### src/rtl/crc_pkg.sv
// Shared types and the elaboration-time CRC table generator for the streaming CRC engine.
package crc_pkg;

  typedef enum logic [1:0] {
    IDLE = 2'd0,
    PROC = 2'd1,
    OUT  = 2'd2
  } state_e;

  // MSB-first CRC of one byte shifted through a zeroed register of the given width.
  function automatic logic [31:0] crc_table_entry(input logic [31:0] poly,
                                                  input int          width,
                                                  input logic [7:0]  b);
    logic [31:0] r;
    r = 32'(b) << (width - 8);
    for (int i = 0; i < 8; i++) begin
      if (r[width-1]) r = (r << 1) ^ poly;
      else            r = r << 1;
    end
    if (width < 32) r = r & ((32'd1 << width) - 32'd1);
    return r;
  endfunction

endpackage

### src/rtl/crc_byte_step.sv
// One-byte CRC update through a 256-entry table generated at elaboration.
module crc_byte_step
  import crc_pkg::*;
#(
  parameter int               CRC_W = 8,
  parameter logic [CRC_W-1:0] POLY  = 'h07
) (
  input  logic [CRC_W-1:0] crc_i,
  input  logic [7:0]       byte_i,
  output logic [CRC_W-1:0] crc_o
);

  typedef logic [255:0][CRC_W-1:0] table_t;

  function automatic table_t build_table();
    table_t t;
    for (int i = 0; i < 256; i++) begin
      t[i] = CRC_W'(crc_table_entry(32'(POLY), CRC_W, 8'(i)));
    end
    return t;
  endfunction

  localparam table_t TABLE = build_table();

  logic [7:0] tbl_idx;

  assign tbl_idx = crc_i[CRC_W-1 -: 8] ^ byte_i;
  // For CRC_W = 8 the shift leaves nothing, so only the table term remains.
  assign crc_o   = (crc_i << 8) ^ TABLE[tbl_idx];

endmodule

### src/rtl/crc_stream_engine.sv
// Framed byte-stream CRC engine: accepts a beat, walks its kept bytes one per clock,
// and presents the final CRC plus an expected-value match at frame end.
module crc_stream_engine
  import crc_pkg::*;
#(
  parameter int               CRC_W   = 8,
  parameter logic [CRC_W-1:0] POLY    = 'h07,
  parameter logic [CRC_W-1:0] INIT    = '0,
  parameter logic [CRC_W-1:0] XOR_OUT = '0,
  parameter int               BYTES   = 1
) (
  input  logic               clk,
  input  logic               rst_n,
  input  logic               s_valid,
  output logic               s_ready,
  input  logic [8*BYTES-1:0] s_data,
  input  logic [BYTES-1:0]   s_keep,
  input  logic               s_last,
  input  logic [CRC_W-1:0]   exp_crc,
  output logic               m_valid,
  input  logic               m_ready,
  output logic [CRC_W-1:0]   m_crc,
  output logic               m_match,
  output state_e             dbg_state
);

  localparam int IDX_W = (BYTES > 1) ? $clog2(BYTES) : 1;

  // Handshakes: a beat transfers on an edge where s_valid && s_ready; a result
  // transfers on an edge where m_valid && m_ready. Both ready/valid are registered.

  state_e               state_q, state_d;
  logic [CRC_W-1:0]     crc_q, crc_d;
  logic [8*BYTES-1:0]   data_q, data_d;
  logic [BYTES-1:0]     keep_q, keep_d;
  logic                 last_q, last_d;
  logic [CRC_W-1:0]     exp_q, exp_d;
  logic [IDX_W-1:0]     idx_q, idx_d;
  logic                 s_ready_q, s_ready_d;
  logic                 m_valid_q, m_valid_d;
  logic [CRC_W-1:0]     m_crc_q, m_crc_d;
  logic                 m_match_q, m_match_d;

  logic [7:0]           cur_byte;
  logic                 nxt_keep;
  logic                 beat_done;
  logic [CRC_W-1:0]     step_crc;
  logic [CRC_W-1:0]     crc_post;
  logic [CRC_W-1:0]     result;
  logic                 enter_out;

  crc_byte_step #(
    .CRC_W (CRC_W),
    .POLY  (POLY)
  ) u_step (
    .crc_i  (crc_q),
    .byte_i (cur_byte),
    .crc_o  (step_crc)
  );

  always_comb begin
    cur_byte = '0;
    nxt_keep = 1'b0;
    for (int i = 0; i < BYTES; i++) begin
      if (idx_q == IDX_W'(i)) begin
        cur_byte = data_q[8*i +: 8];
        nxt_keep = (i < BYTES - 1) ? keep_q[(i + 1) % BYTES] : 1'b0;
      end
    end
    // A zero keep bit ends the beat even if higher bits are set.
    beat_done = (idx_q == IDX_W'(BYTES - 1)) || !nxt_keep;
  end

  always_comb begin
    state_d   = state_q;
    crc_d     = crc_q;
    data_d    = data_q;
    keep_d    = keep_q;
    last_d    = last_q;
    exp_d     = exp_q;
    idx_d     = idx_q;
    m_valid_d = m_valid_q;
    m_crc_d   = m_crc_q;
    m_match_d = m_match_q;
    crc_post  = crc_q;
    result    = '0;
    enter_out = 1'b0;

    case (state_q)
      IDLE: begin
        if (s_valid && s_ready_q) begin
          data_d = s_data;
          keep_d = s_keep;
          last_d = s_last;
          idx_d  = '0;
          if (s_last) exp_d = exp_crc;
          if (s_keep[0]) begin
            state_d = PROC;
          end else if (s_last) begin
            state_d   = OUT;
            enter_out = 1'b1;
          end
        end
      end
      PROC: begin
        crc_d    = step_crc;
        crc_post = step_crc;
        if (beat_done) begin
          if (last_q) begin
            state_d   = OUT;
            enter_out = 1'b1;
          end else begin
            state_d = IDLE;
          end
        end else begin
          idx_d = idx_q + IDX_W'(1);
        end
      end
      OUT: begin
        if (m_ready) begin
          crc_d     = INIT;
          m_valid_d = 1'b0;
          state_d   = IDLE;
        end
      end
      default: state_d = IDLE;
    endcase

    if (enter_out) begin
      result    = crc_post ^ XOR_OUT;
      m_valid_d = 1'b1;
      m_crc_d   = result;
      m_match_d = (result == exp_d);
    end

    s_ready_d = (state_d == IDLE);
  end

  always_ff @(posedge clk or negedge rst_n) begin
    if (!rst_n) begin
      state_q   <= IDLE;
      crc_q     <= INIT;
      data_q    <= '0;
      keep_q    <= '0;
      last_q    <= 1'b0;
      exp_q     <= '0;
      idx_q     <= '0;
      s_ready_q <= 1'b0;
      m_valid_q <= 1'b0;
      m_crc_q   <= '0;
      m_match_q <= 1'b0;
    end else begin
      state_q   <= state_d;
      crc_q     <= crc_d;
      data_q    <= data_d;
      keep_q    <= keep_d;
      last_q    <= last_d;
      exp_q     <= exp_d;
      idx_q     <= idx_d;
      s_ready_q <= s_ready_d;
      m_valid_q <= m_valid_d;
      m_crc_q   <= m_crc_d;
      m_match_q <= m_match_d;
    end
  end

  assign s_ready   = s_ready_q;
  assign m_valid   = m_valid_q;
  assign m_crc     = m_crc_q;
  assign m_match   = m_match_q;
  assign dbg_state = state_q;

endmodule

### config.mk
export PLATFORM = sky130hd
export DESIGN_NAME = crc_stream_engine
export DESIGN_NICKNAME = d
export VERILOG_FILES = /design/src/rtl/crc_pkg.sv /design/src/rtl/crc_byte_step.sv /design/src/rtl/crc_stream_engine.sv
export SDC_FILE = /design/constraint.sdc
export NUM_CORES = 1
export LEC_CHECK = 0
export ABC_CLOCK_PERIOD_IN_PS = 2750
export BUFFER_PORTS_ARGS = -buffer_cell sky130_fd_sc_hd__buf_2
export CORE_MARGIN = 4
export CORE_UTILIZATION = 40
export DETAILED_ROUTE_END_ITERATION = 7
export GPL_TIMING_DRIVEN = 0
export SETUP_SLACK_MARGIN = 0.15
export SYNTH_ARGS = -nofsm -noshare
export SYNTH_HDL_FRONTEND = slang
export SYNTH_SLANG_ARGS = --single-unit
### constraint.sdc
create_clock -name clk -period 2.75 [get_ports clk]
set_input_delay 0.1375 -clock clk [delete_from_list [all_inputs] [get_ports clk]]
set_output_delay 0.1375 -clock clk [all_outputs]
set_load 0.02 [all_outputs]
* After elaboration in Yosys (flattened, before gate mapping) *
Memory sizes are Yosys's and may differ from the RTL's.
Index checks and enable logic that the tools add are counted.

cells by class
  $lt $le $gt $ge = 1
  equal/unequal tests = 4
  reduce and logical (&&, ||, !) cells = 9
  muxes and demuxes = 21
  bitwise logic cells = 1

operators with widths
  operator            number
  $mux 8              6
  $pmux 8 s2          1
  $mux 2              5
  $lt 8x9->1 const B  1
  $eq 8x8->1          1
  $xor 8x8->8         1
  $mux 1              7
  $pmux 2 s3          1
  $reduce_and 2->1    3
  $reduce_bool 2->1   3
  $logic_not 2->1     2
  $eq 2x1->1 const B  1
  $eq 2x2->1 const B  1
  $ne 2x2->1 const B  1
  $pmux 1 s2          1
  $logic_and 1x1->1   1

word-level totals
  register bits after elaboration = 38
  memories kept = 1
  input port bits = 22
  memory bits (read-only) = 2048

memories
  memory            depth  bits a word  rd ports  clocked after Yosys merged registers in  write ports  RTL line             source
  (name not given)  256    8            1         0                                        0            crc_byte_step.sv:29  assign crc_o = (crc_i << 8) ^ TABLE[tbl_idx];

* Logic depth before layout (Yosys ltp) *
Gate-level depths: netlist (run 1).

  word-level depth = 6
  depth in mapped cells = 9
  mapped depth without buffers = 7

* Modules after synthesis *
A second synthesis (run 1) with hierarchy kept.

second synthesis, totals
  cell total of the unflattened synthesis = 162
  area total of the unflattened synthesis = 1870.5 um2

modules (own cells, without submodules)
  module             seq. area each (um2)  area each (um2)  times used  cells each
  crc_stream_engine  950.9                 1662.8           1           140
  crc_byte_step      0.0                   207.7            1           22

* Least setup slack after synthesis (run 1) *
No wires, ideal clock.

  path type = register to register
  from = reg state_q[1], in the netlist dbg_state[1]
  to = reg m_match_q, in the netlist m_match
  cell stages (with the launch flop) = 10
  required time = 2655 ps
  setup slack = 229 ps
  arrival time = 2425 ps
  cell sequence = dfrtp_1 buf_2 and4bb_1 nand2_1 buf_6 mux2_4 xnor2_1 o211ai_1 or4b_1 o31ai_1

on the way
  longest elaborated chain between the ends = 3
  elaborated cells between the ends (all ways) = 6
  classes of those cells = 2 x eq/ne; 3 x mux; 1 x reduce/logical

ends and longest elaborated chain
  element                 RTL line                  source
  from (decl)             crc_stream_engine.sv:32   state_e state_q, state_d;
  from (signal assigned)  crc_stream_engine.sv:153  state_q <= state_d;
  $logic_not 2->1         crc_stream_engine.sv:89   case (state_q)
  $mux 8                  crc_stream_engine.sv:89
  named net exp_d[4]      crc_stream_engine.sv:37   logic [CRC_W-1:0] exp_q, exp_d;
  $eq 8x8->1              crc_stream_engine.sv:133  m_match_d = (result == exp_d);
  to (signal assigned)    crc_stream_engine.sv:163  m_match_q <= m_match_d;
  to (decl)               crc_stream_engine.sv:42   logic m_match_q, m_match_d;

The timed path passes the listed nets, and every way through them passes these cells.
A chain may end at the register's enable or synchronous reset.

* Worst setup path in the final report (run 1) *
Ends and elaborated chain as after synthesis.

==> run metrics, run 1 <==
status=finished, final reports clean; synthesized area per cell=11.24 µm²; CTS HTree Levels=2; Area Growth Syn to Fin=20.21%; max_slew headroom=0.4393; Die Ht=78.92 µm; layout cells sized above 1=0.3453; DR vias=1417; Mapped Cells=179; Startpoint Class=register; Max-Cap Viols=0; crit-path max FO=10; DRC Markers=0; RD Place Congestion=0.7877; largest family of logic cells by synthesized area=XOR/XNOR gates; CTS buffer count=5; final worst-path cycle share=0.8994; initial antenna violation count=0; Tmin final=2.473 ns; CP delay by family, top=simple AND/OR/NAND/NOR gates; total wire length=3.992 mm; total iterations of the first detailed-routing run=4; Setup TNS=0 ns; Worst Path Arrival=2.67 ns; Port Buf Inserts=34; Critical Path Slowest Stage Cell=or4b_4; static leakage power=1.118 nW; Pwr per Cell Area=1339 mW/mm²; WP data required=2.95 ns; mux share of post-synthesis cell area=0.1095; Clock Skew=0.007467 ns; vias in the first global route=1451; Setup-failing EPs final=0; Synth warnings=0; Clk pin slew, worst setup/hold paths=0.07 ns; Buf/Inv on CP=2; Die W=78.92 µm; CP max stage delay=0.53 ns; GRT Overall Usage=0.1416; fin nets=244; Synthesized Nets=201; Max Slew Vio Count=0; flops & latches, synth=38; IO Count=35; HP Class=in2reg; unrepaired setup endpoints after global routing=no; Core ar.=0.004786 mm²; die footprint=0.006228 mm²; post-synthesis sequential area ratio=0.4726; Max Buffers Root-to-Sink=2; wire length per cell=13.77 µm; Post-Synthesis Cell Area=0.002012 mm²; WHS=0.08153 ns; Synth Area in Adders=0; compound-cell area share of the yosys netlist=0.1188; clock sink count=38; clock latency on the worst-skew pair=0.28 ns; kind of end point of the critical path=register; Std-Cell Rows=25; first-pass GRT wire length=6.865 mm; XOR/XNOR share of the synthesized area=0.1710; ant diodes=0; DR iter-0 viols=51; Synth cell types=39; worst-margin pin slew=0.8411 ns; Synth Area in Simple Gates=0.09701; largest net degree at the start of global routing=39; Worst VDD drop=0.6635 mV; CTS tree=built; starting density of the core=0.4204; WS Path Type=reg2reg; Final Hold Viols=0; buffer type at the clock tree root=clkbuf_8; via/cell ratio=4.886; fmax=404.3 MHz; DP Wirelength=3.015 mm; Final ANT Viol Nets=0; global route total overflow=0; FILL cells=448; crit-path cells=buf_4 > and4bb_1 > nand2_2 > buf_6 > mux2_4 > xnor2_2 > o211ai_1 > or4b_4 > o31ai_2
synthesized netlist by cell type, drive strengths merged:
| cell | number | area [µm²] |
|---|---|---|
| o21ai | 12 | 60.06 |
| clkbuf | 5 | 18.77 |
| and4bb | 1 | 12.51 |
| xor3 | 1 | 25.02 |
| o21a | 2 | 15.01 |
| o31ai | 1 | 7.510 |
| or2 | 1 | 6.260 |
| nor2b | 1 | 6.260 |
| a21o | 1 | 7.510 |
| a32oi | 1 | 8.760 |
| a21boi | 2 | 15.02 |
| nand3 | 2 | 10.01 |
| xnor2 | 18 | 165.2 |
| or4b | 1 | 10.01 |
| o211ai | 3 | 22.52 |
| o221a | 1 | 11.26 |
| or3 | 1 | 6.260 |
| mux2i | 2 | 32.53 |
| a211oi | 5 | 37.54 |
| xnor3 | 4 | 92.59 |
| mux2 | 16 | 187.7 |
| a311oi | 1 | 8.760 |
| a21oi | 9 | 45.04 |
| nand2 | 14 | 52.55 |
| nor3 | 1 | 5.000 |
| nand3b | 1 | 7.510 |
| buf | 4 | 28.78 |
| xor2 | 7 | 61.31 |
| inv | 4 | 15.01 |
| and2 | 3 | 18.77 |
| nor2 | 16 | 60.06 |
| dfrtp | 38 | 950.9 |
final timing paths:
path	slack, ns	startpoint	endpoint	cells after the start
max in group asynchronous	1.73	rst_n	crc_q[3]	2
min reg2reg	0.47	m_crc[7]	m_crc[7]	2
min	0.08	s_data[0]	data_q[0]	2
min in group asynchronous	0.50	rst_n	data_q[2]	2
max	0.28	dbg_state[1]	m_match	9
max reg2reg	0.28	dbg_state[1]	m_match	9
layout by cell type, fill, tap and decap left out, types with 3 or more instances in the layout:
cell type / count
inv_1: 4
xnor2_1: 14
buf_2: 35
nand2_1: 13
buf_4: 3
a21oi_1: 9
xor2_1: 7
o211ai_1: 3
clkbuf_8: 6
o21ai_0: 11
nor2_1: 16
mux2_2: 14
xnor2_2: 4
a211oi_1: 5
clkbuf_1: 5
and2_1: 3
dfrtp_1: 38
per-stage QoR:
step	cells	setup slack, ns	instance area [µm²]	power, mW	util
2_1_floorplan	179	0.2294	2012	2.430	-
3_3_place_gp	280	0.1480	2266	2.780	0.4735
3_5_place_dp	280	0.1044	2266	2.801	0.4735
4_1_cts	289	0.1529	2379	3.222	0.4970
5_1_grt	290	0.1111	2419	3.525	0.5054
6_report	290	0.2768	2419	3.238	0.5054
flip-flops by register name, summed over array words and instances (netlist names):
signal / cells
crc_q: 8
data_q: 8
exp_q: 8
m_crc: 8
dbg_state: 2
last_q: 1
m_match: 1
m_valid: 1
s_ready: 1
timing repair:
action,in CTS,in global routing
setup endpoints to repair,1,1
pin swaps,1,4
resized for setup,2,8
hold buffers,1,0
buffers inserted,0,1
hold endpoints to repair,38,0
routing by layer:
metal	share of wire	GRT usage	vias to the layer above
li1	-	-	704
met1	0.47	0.1867	681
met2	0.48	0.2284	30
met3	0.044	0.03628	2
met4	0.0048	0.04639	0
met5	0	0	-
layout make-up:
cell class	instances	area (µm²)	share of cell area
buffer	9	50.05	0.02069
clock buffer	6	82.58	0.03414
clock inverter	2	12.51	0.005173
inverter	4	15.01	0.006208
multi-input combinational	128	1036	0.4283
sequential	38	950.9	0.3932
tap	67	83.83	0.03466
timing repair buffer	36	187.7	0.07760
worst register-to-register path, stage by stage (launching register included):
cell and delay [ns]:
dfrtp_1 0.37, buf_4 0.17, and4bb_1 0.30, nand2_2 0.08
buf_6 0.15, mux2_4 0.32, xnor2_2 0.18, o211ai_1 0.11
or4b_4 0.53, o31ai_2 0.18
cells by family (layout without fill, tap and decap cells):
group / after synthesis / after routing
buffers and inverters: 13 / 57
AND/OR/NAND/NOR: 42 / 42
AO/OA/AOI/OAI: 38 / 38
multiplexers: 18 / 18
XOR/XNOR: 30 / 30
flip-flops: 38 / 38
power breakdown:
part | internal, mW | switching, mW
Combinational | 0.941 | 0.966
Sequential | 0.796 | 0.145
Clock | 0.201 | 0.188
Total | 1.94 | 1.30
No activity file was read; power rests on OpenSTA's default activity.
==> run 2: changes to the inputs <==
BUFFER_PORTS_ARGS = default   (was -buffer_cell sky130_fd_sc_hd__buf_2)
DONT_BUFFER_PORTS = 1   (was default)
==> run 2 against run 1 <==
Register-to-register slack got worse by 0.10 ns. Via count is 0.14% higher. Cell count is 5.5% lower. First-iteration DRC count increased by 55%. Sequential power is 13% higher. Combinational power shrank 2%. Routed wire length is 4.3% higher. Fmax fell by 4.0%. Utilization up 1.9 points. Worst setup slack got worse by 0.10 ns. Design area increased by 3.8%. Largest cell class unchanged. Largest power group unchanged.
==> run metrics, run 2 (same netlist as run 1, synthesis figures left out) <==
static leakage power=1.094 nW (was 1.118 nW); Std-Cell Rows=25 (unchanged); Hold Crit Endpoint=exp_q[2] (was data_q[0]); starting density of the core=0.4204 (unchanged); initial antenna violation count=0 (unchanged); final core occ=0.5244 (was 0.5054); Hold Path Stages=1 (was 2); first-pass GRT wire length=6.720 mm (was 6.865 mm); clock latency on the worst-skew pair=0.29 ns (was 0.28 ns); Port Buf Inserts=0 (was 34); die footprint=0.006228 mm² (unchanged); vias in the first global route=1444 (was 1451); total wire length=4.164 mm (was 3.992 mm); Die Ht=78.92 µm (unchanged); DR iter-0 viols=79 (was 51); buffer type at the clock tree root=clkbuf_8 (unchanged); wire length per cell=15.20 µm (was 13.77 µm); CTS HTree Levels=2 (unchanged); clock sink count=38 (unchanged); WHS=0.02365 ns (was 0.08153 ns); largest net degree at the start of global routing=39 (unchanged); reg2reg path depth=9 (unchanged); Clk pin slew, worst setup/hold paths=0.08 ns (was 0.07 ns); Startpoint Class=register (unchanged); reg2reg end=m_match (unchanged); Die W=78.92 µm (unchanged); fmax=388.1 MHz (was 404.3 MHz); via/cell ratio=5.179 (was 4.886); reg2reg start=dbg_state[1] (unchanged); WP data required=2.95 ns (about the same); layout cells sized above 1=0.2754 (was 0.3453); RD Place Congestion=0.8195 (was 0.7877); Setup-failing EPs final=0 (unchanged); ant diodes=0 (unchanged); Max Slew Vio Count=0 (unchanged); Worst R2R Setup Slack=0.17 ns (was 0.28 ns); DP Wirelength=3.028 mm (was 3.015 mm); Tmin final=2.577 ns (was 2.473 ns); total iterations of the first detailed-routing run=4 (unchanged); WS Path Type=reg2reg (unchanged); Worst VDD drop=0.7413 mV (was 0.6635 mV); Max-Cap Viols=0 (unchanged); final worst-path cycle share=0.9369 (was 0.8994); kind of end point of the critical path=register (unchanged); DR vias=1419 (was 1417); FILL cells=435 (was 448); HP Class=in2reg (unchanged); crit-path max FO=7 (was 10); Area Growth Syn to Fin=24.75% (was 20.21%); Critical Path Slowest Stage Cell=or4b_4 (unchanged); Clock Skew=0.005111 ns (was 0.007467 ns); crit-path cells=buf_6 > and4bb_1 > nand2_2 > buf_4 > mux2_4 > xnor2_2 > a21oi_2 > or4b_4 > o31ai_1 (was buf_4 > and4bb_1 > nand2_2 > buf_6 > mux2_4 > xnor2_2 > o211ai_1 > or4b_4 > o31ai_2); Max Buffers Root-to-Sink=2 (unchanged); IO Count=35 (unchanged); CTS buffer count=5 (unchanged); Area after DPL=0.002096 mm² (was 0.002266 mm²); max_slew headroom=0.6060 (was 0.4393); CP delay by family, top=simple AND/OR/NAND/NOR gates (unchanged); Post-Layout Inst Area=0.002510 mm² (was 0.002419 mm²); unrepaired setup endpoints after global routing=yes (was no); GRT Overall Usage=0.1415 (was 0.1416); CTS tree=built (unchanged); status=finished, final reports clean (unchanged); Pwr per Cell Area=1355 mW/mm² (was 1339 mW/mm²); Final ANT Viol Nets=0 (unchanged); DRC Markers=0 (unchanged); min-delay src=exp_crc[2] (was s_data[0]); Core ar.=0.004786 mm² (unchanged); most common cell after layout, fill and taps aside=dfrtp_1 (unchanged); worst-margin pin slew=0.5910 ns (was 0.8411 ns); Buf/Inv on CP=2 (unchanged); most frequent cells in the layout=37 x dfrtp_1, 15 x nor2_1, 13 x mux2_2, 13 x nand2_1, 13 x xnor2_1 (was 38 x dfrtp_1, 35 x buf_2, 16 x nor2_1); Final Hold Viols=0 (unchanged); Worst Path Arrival=2.77 ns (was 2.67 ns); fin nets=228 (was 244); CP max stage delay=0.51 ns (was 0.53 ns); global route total overflow=0 (unchanged)
[run 2: worst max path at each step]
stage | startpoint | end | slack [ns] | cells after the start
finish | dbg_state[1] | m_match | 0.17 | 9
global route | dbg_state[1] | m_match | 0.11 | 9
CTS | dbg_state[1] | m_match | 0.16 | 9
detailed placement | dbg_state[1] | m_match | -0.02 | 9
global placement | dbg_state[1] | m_match | 0.01 | 9
floorplan | dbg_state[1] | m_match | 0.23 | 9
[run 2: metal layers]
layer	routed length, µm	vias up	GRT usage
met2	2022	39	0.2394
li1	-	674	-
met3	260	6	0.04308
met5	0	-	0
met1	1825	700	0.1708
met4	55	0	0.04983
[run 2: worst reg2reg max path: stages, from the launching register on]
cell and delay, ns:
dfrtp_2 0.46, buf_6 0.15, and4bb_1 0.30, nand2_2 0.09
buf_4 0.14, mux2_4 0.33, xnor2_2 0.17, a21oi_2 0.08
or4b_4 0.51, o31ai_1 0.24
[run 2: repair_timing]
action	CTS	global route
pin swaps	3	9
endpoints found under the setup margin	1	1
endpoints found under the hold margin	48	0
buffers inserted	1	6
gates resized for setup	5	15
hold buffers	12	0
cloned	0	1
[run 2: layout make-up]
cell class	count	area, µm²	share of cell area
flip-flops and latches	38	952.2	0.3794
inverters	4	15.01	0.005982
multi-input cells	128	1080	0.4302
clock buffers	5	68.82	0.02742
repair buffers	20	207.7	0.08275
plain buffers	9	57.56	0.02293
clock inverters	3	45.04	0.01795
well taps	67	83.83	0.03340
[run 2: stage by stage]
step                worst slack [ns]  setup TNS (ns)  power [mW]  cells
floorplan                     0.2294               0       2.430    179
global placement             0.01116               0       2.672    246
detailed placement          -0.01881        -0.01881       2.714    246
CTS                           0.1594               0       3.262    267
global route                  0.1107               0       3.682    274
finish                        0.1734               0       3.400    274
[run 2: power by group]
part / switching [mW] / internal (mW) / total (mW)
Sequential: 0.266 / 0.797 / 1.06
Combinational: 0.876 / 0.993 / 1.87
Clock: 0.198 / 0.270 / 0.468
